## src/rtl/aqfp_phase_sequencer.sv

```systemverilog
// aqfp_phase_sequencer
// Drives a pipelined AQFP gate chain through a burst of evaluations: rotates a
// one-hot excitation phase enable, strobes input loading at stage 0, strobes
// output capture DEPTH cycles after each load, then pulses done.
//
// Ports:
//   clkin        system clock (rising edge)
//   rst_n        asynchronous active-low reset
//   start        begin burst (sampled in IDLE only)
//   n_evals      evaluations in burst, latched on accepted start
//   abort        terminate burst immediately (RUN/DONE)
//   stall        freeze sequencing in RUN (only with AQFP_SEQ_STALL_EN)
//   phase_en     one-hot active excitation phase, 0 when not running
//   in_load      present next input vector to stage 0
//   out_capture  datapath output valid
//   busy         burst in progress
//   done         one-cycle completion pulse
//
// Build option: define AQFP_SEQ_STALL_EN to add the stall port.
module aqfp_phase_sequencer #(
  parameter int unsigned NPHASE = 4,
  parameter int unsigned DEPTH  = 8,
  parameter int unsigned CNT_W  = 16
) (
  input  logic              clkin,
  input  logic              rst_n,
  input  logic              start,
  input  logic [CNT_W-1:0]  n_evals,
  input  logic              abort,
`ifdef AQFP_SEQ_STALL_EN
  input  logic              stall,
`endif
  output logic [NPHASE-1:0] phase_en,
  output logic              in_load,
  output logic              out_capture,
  output logic              busy,
  output logic              done
);

  localparam int unsigned PW = $clog2(NPHASE);

  typedef enum logic [1:0] {
    IDLE = 2'd0,
    RUN  = 2'd1,
    DONE = 2'd2
  } state_e;

  state_e             state_q, state_d;
  logic [PW-1:0]      p_q, p_d;
  logic [CNT_W-1:0]   n_q, n_d;
  logic [CNT_W-1:0]   loads_q, loads_d;
  logic [CNT_W-1:0]   caps_q, caps_d;
  logic [DEPTH-1:0]   hist_q, hist_d;
  logic [NPHASE-1:0]  phase_en_q, phase_en_d;
  logic               in_load_q, in_load_d;
  logic               out_capture_q, out_capture_d;
  logic               busy_q, busy_d;
  logic               done_q, done_d;

  logic               run_hold;
  logic [PW-1:0]      p_nxt;
  logic               load_nxt;
  logic               cap_nxt;

`ifdef AQFP_SEQ_STALL_EN
  assign run_hold = stall;
`else
  assign run_hold = 1'b0;
`endif

  // Registers describe the current cycle; lookahead terms describe the next one.
  // hist_q[j] marks a load issued j active cycles before the current one.
  assign p_nxt    = (p_q == PW'(NPHASE - 1)) ? '0 : p_q + PW'(1);
  assign load_nxt = (p_nxt == '0) && (loads_q < n_q);
  assign cap_nxt  = hist_q[DEPTH-1];

  // Next-state and next-output logic
  always_comb begin
    state_d       = state_q;
    p_d           = p_q;
    n_d           = n_q;
    loads_d       = loads_q;
    caps_d        = caps_q;
    hist_d        = hist_q;
    phase_en_d    = '0;
    in_load_d     = 1'b0;
    out_capture_d = 1'b0;
    busy_d        = 1'b0;
    done_d        = 1'b0;

    case (state_q)
      IDLE: begin
        if (start) begin
          if (n_evals != '0) begin
            state_d    = RUN;
            n_d        = n_evals;
            p_d        = '0;
            loads_d    = CNT_W'(1);
            caps_d     = '0;
            hist_d     = DEPTH'(1);
            phase_en_d = NPHASE'(1);
            in_load_d  = 1'b1;
            busy_d     = 1'b1;
          end else begin
            state_d = DONE;
            done_d  = 1'b1;
          end
        end
      end

      RUN: begin
        if (abort) begin
          state_d = IDLE;
          p_d     = '0;
          loads_d = '0;
          caps_d  = '0;
          hist_d  = '0;
        end else if (run_hold) begin
          // Frozen: repeat the phase, suppress strobes, keep all counters.
          phase_en_d = phase_en_q;
          busy_d     = 1'b1;
        end else if (caps_q == n_q) begin
          // Current cycle carries the final capture.
          state_d = DONE;
          done_d  = 1'b1;
          p_d     = '0;
          loads_d = '0;
          caps_d  = '0;
          hist_d  = '0;
        end else begin
          p_d           = p_nxt;
          hist_d        = (hist_q << 1) | DEPTH'(load_nxt);
          loads_d       = loads_q + CNT_W'(load_nxt);
          caps_d        = caps_q + CNT_W'(cap_nxt);
          phase_en_d    = NPHASE'(1) << p_nxt;
          in_load_d     = load_nxt;
          out_capture_d = cap_nxt;
          busy_d        = 1'b1;
        end
      end

      DONE: begin
        state_d = IDLE;
      end

      default: begin
        state_d = IDLE;
      end
    endcase
  end

  // State and output registers
  always_ff @(posedge clkin or negedge rst_n) begin
    if (!rst_n) begin
      state_q       <= IDLE;
      p_q           <= '0;
      n_q           <= '0;
      loads_q       <= '0;
      caps_q        <= '0;
      hist_q        <= '0;
      phase_en_q    <= '0;
      in_load_q     <= 1'b0;
      out_capture_q <= 1'b0;
      busy_q        <= 1'b0;
      done_q        <= 1'b0;
    end else begin
      state_q       <= state_d;
      p_q           <= p_d;
      n_q           <= n_d;
      loads_q       <= loads_d;
      caps_q        <= caps_d;
      hist_q        <= hist_d;
      phase_en_q    <= phase_en_d;
      in_load_q     <= in_load_d;
      out_capture_q <= out_capture_d;
      busy_q        <= busy_d;
      done_q        <= done_d;
    end
  end

  assign phase_en    = phase_en_q;
  assign in_load     = in_load_q;
  assign out_capture = out_capture_q;
  assign busy        = busy_q;
  assign done        = done_q;

endmodule

```

## config.mk

```make
export PLATFORM = sky130hd
export DESIGN_NAME = aqfp_phase_sequencer
export DESIGN_NICKNAME = d
export VERILOG_FILES = /design/src/rtl/aqfp_phase_sequencer.sv
export SDC_FILE = /design/constraint.sdc
export NUM_CORES = 1
export LEC_CHECK = 0
export ABC_CLOCK_PERIOD_IN_PS = 3500
export CAP_MARGIN = 20
export CORE_MARGIN = 4
export CORE_UTILIZATION = 35
export CTS_CLUSTER_DIAMETER = 40
export DETAILED_ROUTE_END_ITERATION = 8
export PLACE_DENSITY = 0.62
export SYNTH_ARGS = -nofsm -noshare
export SYNTH_HDL_FRONTEND = slang
export SYNTH_SLANG_ARGS = --single-unit
```

## constraint.sdc

```tcl
create_clock -name clkin -period 3.5 [get_ports clkin]
set_input_delay 0.7 -clock clkin [delete_from_list [all_inputs] [get_ports clkin]]
set_output_delay 0.7 -clock clkin [all_outputs]
set_load 0.01 [all_outputs]
```

# Word-level counts from Yosys, hierarchy flattened
# Cells that the tools add are included.
# op_classes
addsub,3
magnitude_cmp,1
n_reduce_logical,8
n_bitwise,1
eq_ne,6
n_shift,1
mux,47
# op_table
operator,n
$mux 16,8
$pmux 16 s2,2
$add 16x1->16,2
$mux 8,4
$mux 2,9
$eq 16x16->1,1
$lt 16x16->1,1
$pmux 8 s2,1
$reduce_bool 16->1,1
$mux 1,15
$mux 4,2
$or 8x1->8,1
$pmux 2 s2,2
$pmux 4 s2,1
$pmux 1 s2,3
$reduce_and 3->1,2
$logic_not 2->1,2
$ne 2x2->1 const B,2
$shl 1x2->4 const A,1
$ne 3x3->1 const B,1
$add 2x1->2 const B,1
$eq 2x1->1 const B,1
$eq 2x2->1 const B,1
$reduce_and 2->1,1
other kinds (2),2
# word_totals
input_bits,20
regBits,68
word_cells,78

# Longest topological paths before layout
# logic_depth
ltp_word,8
mapped_depth,14
mapped_depth_nobuf,13

# Worst setup path after synthesis
# No wires, ideal clock.
# synth_timing
path_kind,reg2reg
start,register loads_q[1]
end,register loads_q[10]
synth_period_minus_slack_ps,2787
arrival_time_ps,2654
path_stages_with_launch,12
setup_slack_ps,713
required_ps,3367
n_path_buf,0
setup_ps,133
path_cell_list,dfrtp_1 > ha_1 > a2111o_1 > a32oi_1 > nand2_1 > inv_1 > ha_1 > nand3_1 > or4_1 > and3_1 > a22oi_1 > o31ai_1
# synth_via
elab_chain_cells,6
# synth_lines
element,line_no,source
"start, declared",51,"logic [CNT_W-1:0] loads_q, loads_d;"
"start signal, assigned",170,loads_q <= loads_d;
$lt 16x16->1,74,assign load_nxt = (p_nxt == '0) && (loads_q < n_q);
$logic_and 1x1->1,74,
$add 16x1->16 (*),133,loads_d = loads_q + CNT_W'(load_nxt);
$mux 16 (*),122,end else if (caps_q == n_q) begin
$mux 16 (*),112,if (abort) begin
$pmux 16 s2 (*),91,case (state_q)
# Mark *: on every way between the ends. The rest lies on a longest branch, timed or not.
# A chain may end at the register's enable or synchronous reset.

# Final worst setup path
# Same ends and word-level chain as after synthesis.

==> impl_metrics.json <==
{
  "cts_setup_buffers": 0,
  "route.detailed.drc": 0,
  "grt_pass1_wl_um": 15640,
  "max_slew_margin": 0.3733,
  "arrival_ns": 3.23,
  "reg2reg_to": "loads_q[10]$_DFFE_PN0P_",
  "worst-slew-pin-transition_ns": 0.9328,
  "final_common_cell": "dfrtp_1",
  "clk_latency_ns": 0.35,
  "hold_class": "input pin to async pin",
  "coreArea_um2": 10890,
  "rsz0062_at_grt": "false",
  "grt_pass1_vias": 3129,
  "netlist_area_um2": 3924,
  "finalWeightedCongestion": 0.8745,
  "yosysSeqAreaShare": 0.4337,
  "syn_avg_cell_area_um2": 9.934,
  "fin_util": 0.4212,
  "maxCapViolCount": 0,
  "netlist_instances": 395,
  "synth-compound-area-share": 0.1416,
  "dpl_cell_area_um2": 4337,
  "grt_max_degree": 45,
  "synth_edf_count": 0,
  "cts_tree": "built",
  "ys_ff_latch": 68,
  "die_h_um": 113.9,
  "synth-simple-area-share": 0.1763,
  "p_per_area_nw_per_um2": 455.1,
  "dp_hpwl_um": 6662,
  "cp-end-kind": "flip-flop",
  "grt_remaining_overflow": 0,
  "h-tree-depth": 3,
  "regToRegSetupSlack_ns": 0.48,
  "required_ns": 3.72,
  "syn_nets": 439,
  "dieArea_um2": 12970,
  "nFillCells": 1033,
  "finalClockSkew_ns": 0.006006,
  "timing.final.crit_share": 0.8618,
  "clk_pin_slew_ns": 0.08,
  "ioPinCount": 28,
  "ys.flop_type": "dfrtp_1",
  "post-place-ws_ns": 0.5043,
  "p_leak_nw": 1.982,
  "outcome": "completed",
  "synth_adder_area_share": 0.07653,
  "setup_ws_ns": 0.4837,
  "hold_viol": 0,
  "num_vias": 3125,
  "yosysWarnings": 0,
  "fp-row-count": 38,
  "cts.sinks": 68,
  "netlist-cell-type-count": 46,
  "critPathKind": "flip-flop to flip-flop",
  "drive_above_1_share": 0.09176,
  "mostFrequentLayoutCells": "68 x dfrtp_1, 30 x inv_1, 30 x nand2_1, 26 x clkdlybuf4s50_1, 25 x nand3_1",
  "io_buffer_count": 27,
  "wl_um": 9352,
  "stdcell_area_um2": 4586,
  "routedWlPerCell_um": 16.55,
  "async_flop_share": 1.000,
  "root_buffer": "clkbuf_8",
  "setup-tns-final_ns": 0,
  "multi_input_area_um2": 1979,
  "path_max_fanout": 7,
  "fp.dieW_um": 113.9,
  "fmax_ghz": 0.3315,
  "clock_path_buffers": 2,
  "setup_viol": 0,
  "synth_top_family_by_area": "simple AND/OR/NAND/NOR gates",
  "start_util": 0.3604,
  "regArea_um2": 1702,
  "muxShareOfSynthArea": 0.07143,
  "areaGrowthSynthToFinish_pct": 16.87,
  "final_nets": 464,
  "first_pass_iters": 5,
  "cts-hold-fix-buffers": 0,
  "drtIter0Drc": 235,
  "peakVddDrop_mv": 0.2429,
  "grtUsageTotal": 0.1522,
  "synth_xor_area_frac": 0.03795,
  "ctsResizeCount": 0,
  "worstSetupStartpointType": "flip-flop",
  "r2r-start": "loads_q[1]$_DFFE_PN0P_",
  "worst_r2r_path_depth": 11,
  "antenna_left": 0,
  "cts_made_buffers": 9,
  "antennaDiodeCount": 0,
  "antenna_found_initial": 0,
  "slew_violations": 0,
  "vias_per_cell": 5.531,
  "fin_crit_ns": 3.016
}
[cell families after synthesis]
| family | after synthesis |
|---|---|
| adder cells (fa/ha/maj) | 24 |
| multiplexers | 26 |
| buffers and inverters | 55 |
| AO/OA/AOI/OAI | 76 |
| flip-flops | 68 |
| XOR/XNOR | 17 |
| AND/OR/NAND/NOR | 129 |
[flip-flops by register name (all words and copies together) (netlist names)]
register	count
caps_q	16
loads_q	16
n_q	16
hist_q	8
phase_en	4
p_q	2
state_q	2
busy	1
done	1
in_load	1
out_capture	1
[routing by layer]
| layer | global-route usage | wire length, µm | vias to the layer above |
|---|---|---|---|
| met2 | 0.2454 | 4434 | 78 |
| met3 | 0.03342 | 404 | 22 |
| met4 | 0.06651 | 233 | 0 |
| li1 | - | - | 1503 |
| met1 | 0.1967 | 4279 | 1522 |
| met5 | 0 | 0 | - |
[Yosys cell counts (2+ instances only)]
| master | n | area (µm²) |
|---|---|---|
| ha_1 | 24 | 300.3 |
| nor4_1 | 5 | 31.28 |
| o21ai_1 | 2 | 10.01 |
| o22ai_1 | 3 | 18.77 |
| or3_1 | 3 | 18.77 |
| nand2b_1 | 3 | 18.77 |
| buf_2 | 7 | 35.03 |
| nand4_1 | 21 | 131.4 |
| buf_4 | 4 | 30.03 |
| and2_1 | 2 | 12.51 |
| nand2_1 | 30 | 112.6 |
| buf_6 | 2 | 22.52 |
| dfrtp_1 | 68 | 1702 |
| a31oi_1 | 15 | 93.84 |
| nor2b_1 | 2 | 12.51 |
| and4_1 | 4 | 35.03 |
| nor3_1 | 5 | 25.02 |
| inv_1 | 30 | 112.6 |
| a21oi_1 | 12 | 60.06 |
| nor2_1 | 10 | 37.54 |
| xnor2_1 | 17 | 148.9 |
| a221o_1 | 2 | 20.02 |
| o2111ai_1 | 2 | 17.52 |
| or4_1 | 5 | 37.54 |
| a22oi_1 | 3 | 22.52 |
| mux2i_1 | 10 | 100.1 |
| o21ai_0 | 5 | 25.02 |
| o31ai_1 | 4 | 30.03 |
| mux2_1 | 16 | 180.2 |
| a22o_1 | 15 | 131.4 |
| clkbuf_1 | 10 | 37.54 |
| and3_1 | 11 | 68.82 |
| a31o_2 | 5 | 43.79 |
| nand3_1 | 25 | 125.1 |
| buf_1 | 2 | 7.510 |
[report_power, final]
part | internal, mW | leakage (nW) | switching, mW
Sequential | 0.847 | 0.899 | 0.0660
Combinational | 0.164 | 0.961 | 0.200
Clock | 0.493 | 0.122 | 0.318
[final cells by class]
cell class                 count  share of cell area
clock buffer                  10             0.03001
clock inverter                 6             0.02428
inverter                      30             0.02456
multi-input combinational    272              0.4317
sequential                    68              0.3711
tap                          140             0.03820
timing repair buffer          39             0.08022
[how the worst max path moves through the flow]
| stage | slack (ns) | depth (start not counted) | start | to |
|---|---|---|---|---|
| after floorplan | 0.71 | 11 | loads_q[1]$_DFFE_PN0P_ | loads_q[10]$_DFFE_PN0P_ |
| after global placement | 0.56 | 11 | loads_q[1]$_DFFE_PN0P_ | loads_q[10]$_DFFE_PN0P_ |
| after detailed placement | 0.50 | 11 | loads_q[1]$_DFFE_PN0P_ | loads_q[10]$_DFFE_PN0P_ |
| after CTS | 0.49 | 11 | loads_q[1]$_DFFE_PN0P_ | loads_q[10]$_DFFE_PN0P_ |
| after global routing | 0.27 | 13 | n_q[11]$_DFFE_PN0P_ | loads_q[10]$_DFFE_PN0P_ |
| final | 0.48 | 11 | loads_q[1]$_DFFE_PN0P_ | loads_q[10]$_DFFE_PN0P_ |
[worst max-delay path, cell delays in order, from the launching register on]
cell and delay [ns]:
dfrtp_1 0.45, ha_1 0.30, a2111o_1 0.37, a32oi_1 0.22, nand2_1 0.10, inv_1 0.08
ha_1 0.18, nand3_1 0.14, or4_1 0.60, and3_1 0.22, a22oi_1 0.13, o31ai_1 0.09
[stage by stage]
stage | power (mW) | std cells | hold slack [ns]
floorplan | 1.150 | 395 | 0.4044
global placement | 1.284 | 549 | 0.4837
detailed placement | 1.294 | 549 | 0.4879
CTS | 2.113 | 565 | 0.4308
global route | 2.192 | 565 | 0.4694
finish | 2.087 | 565 | 0.4145
Note: power is estimated with default switching activity, not from simulation.
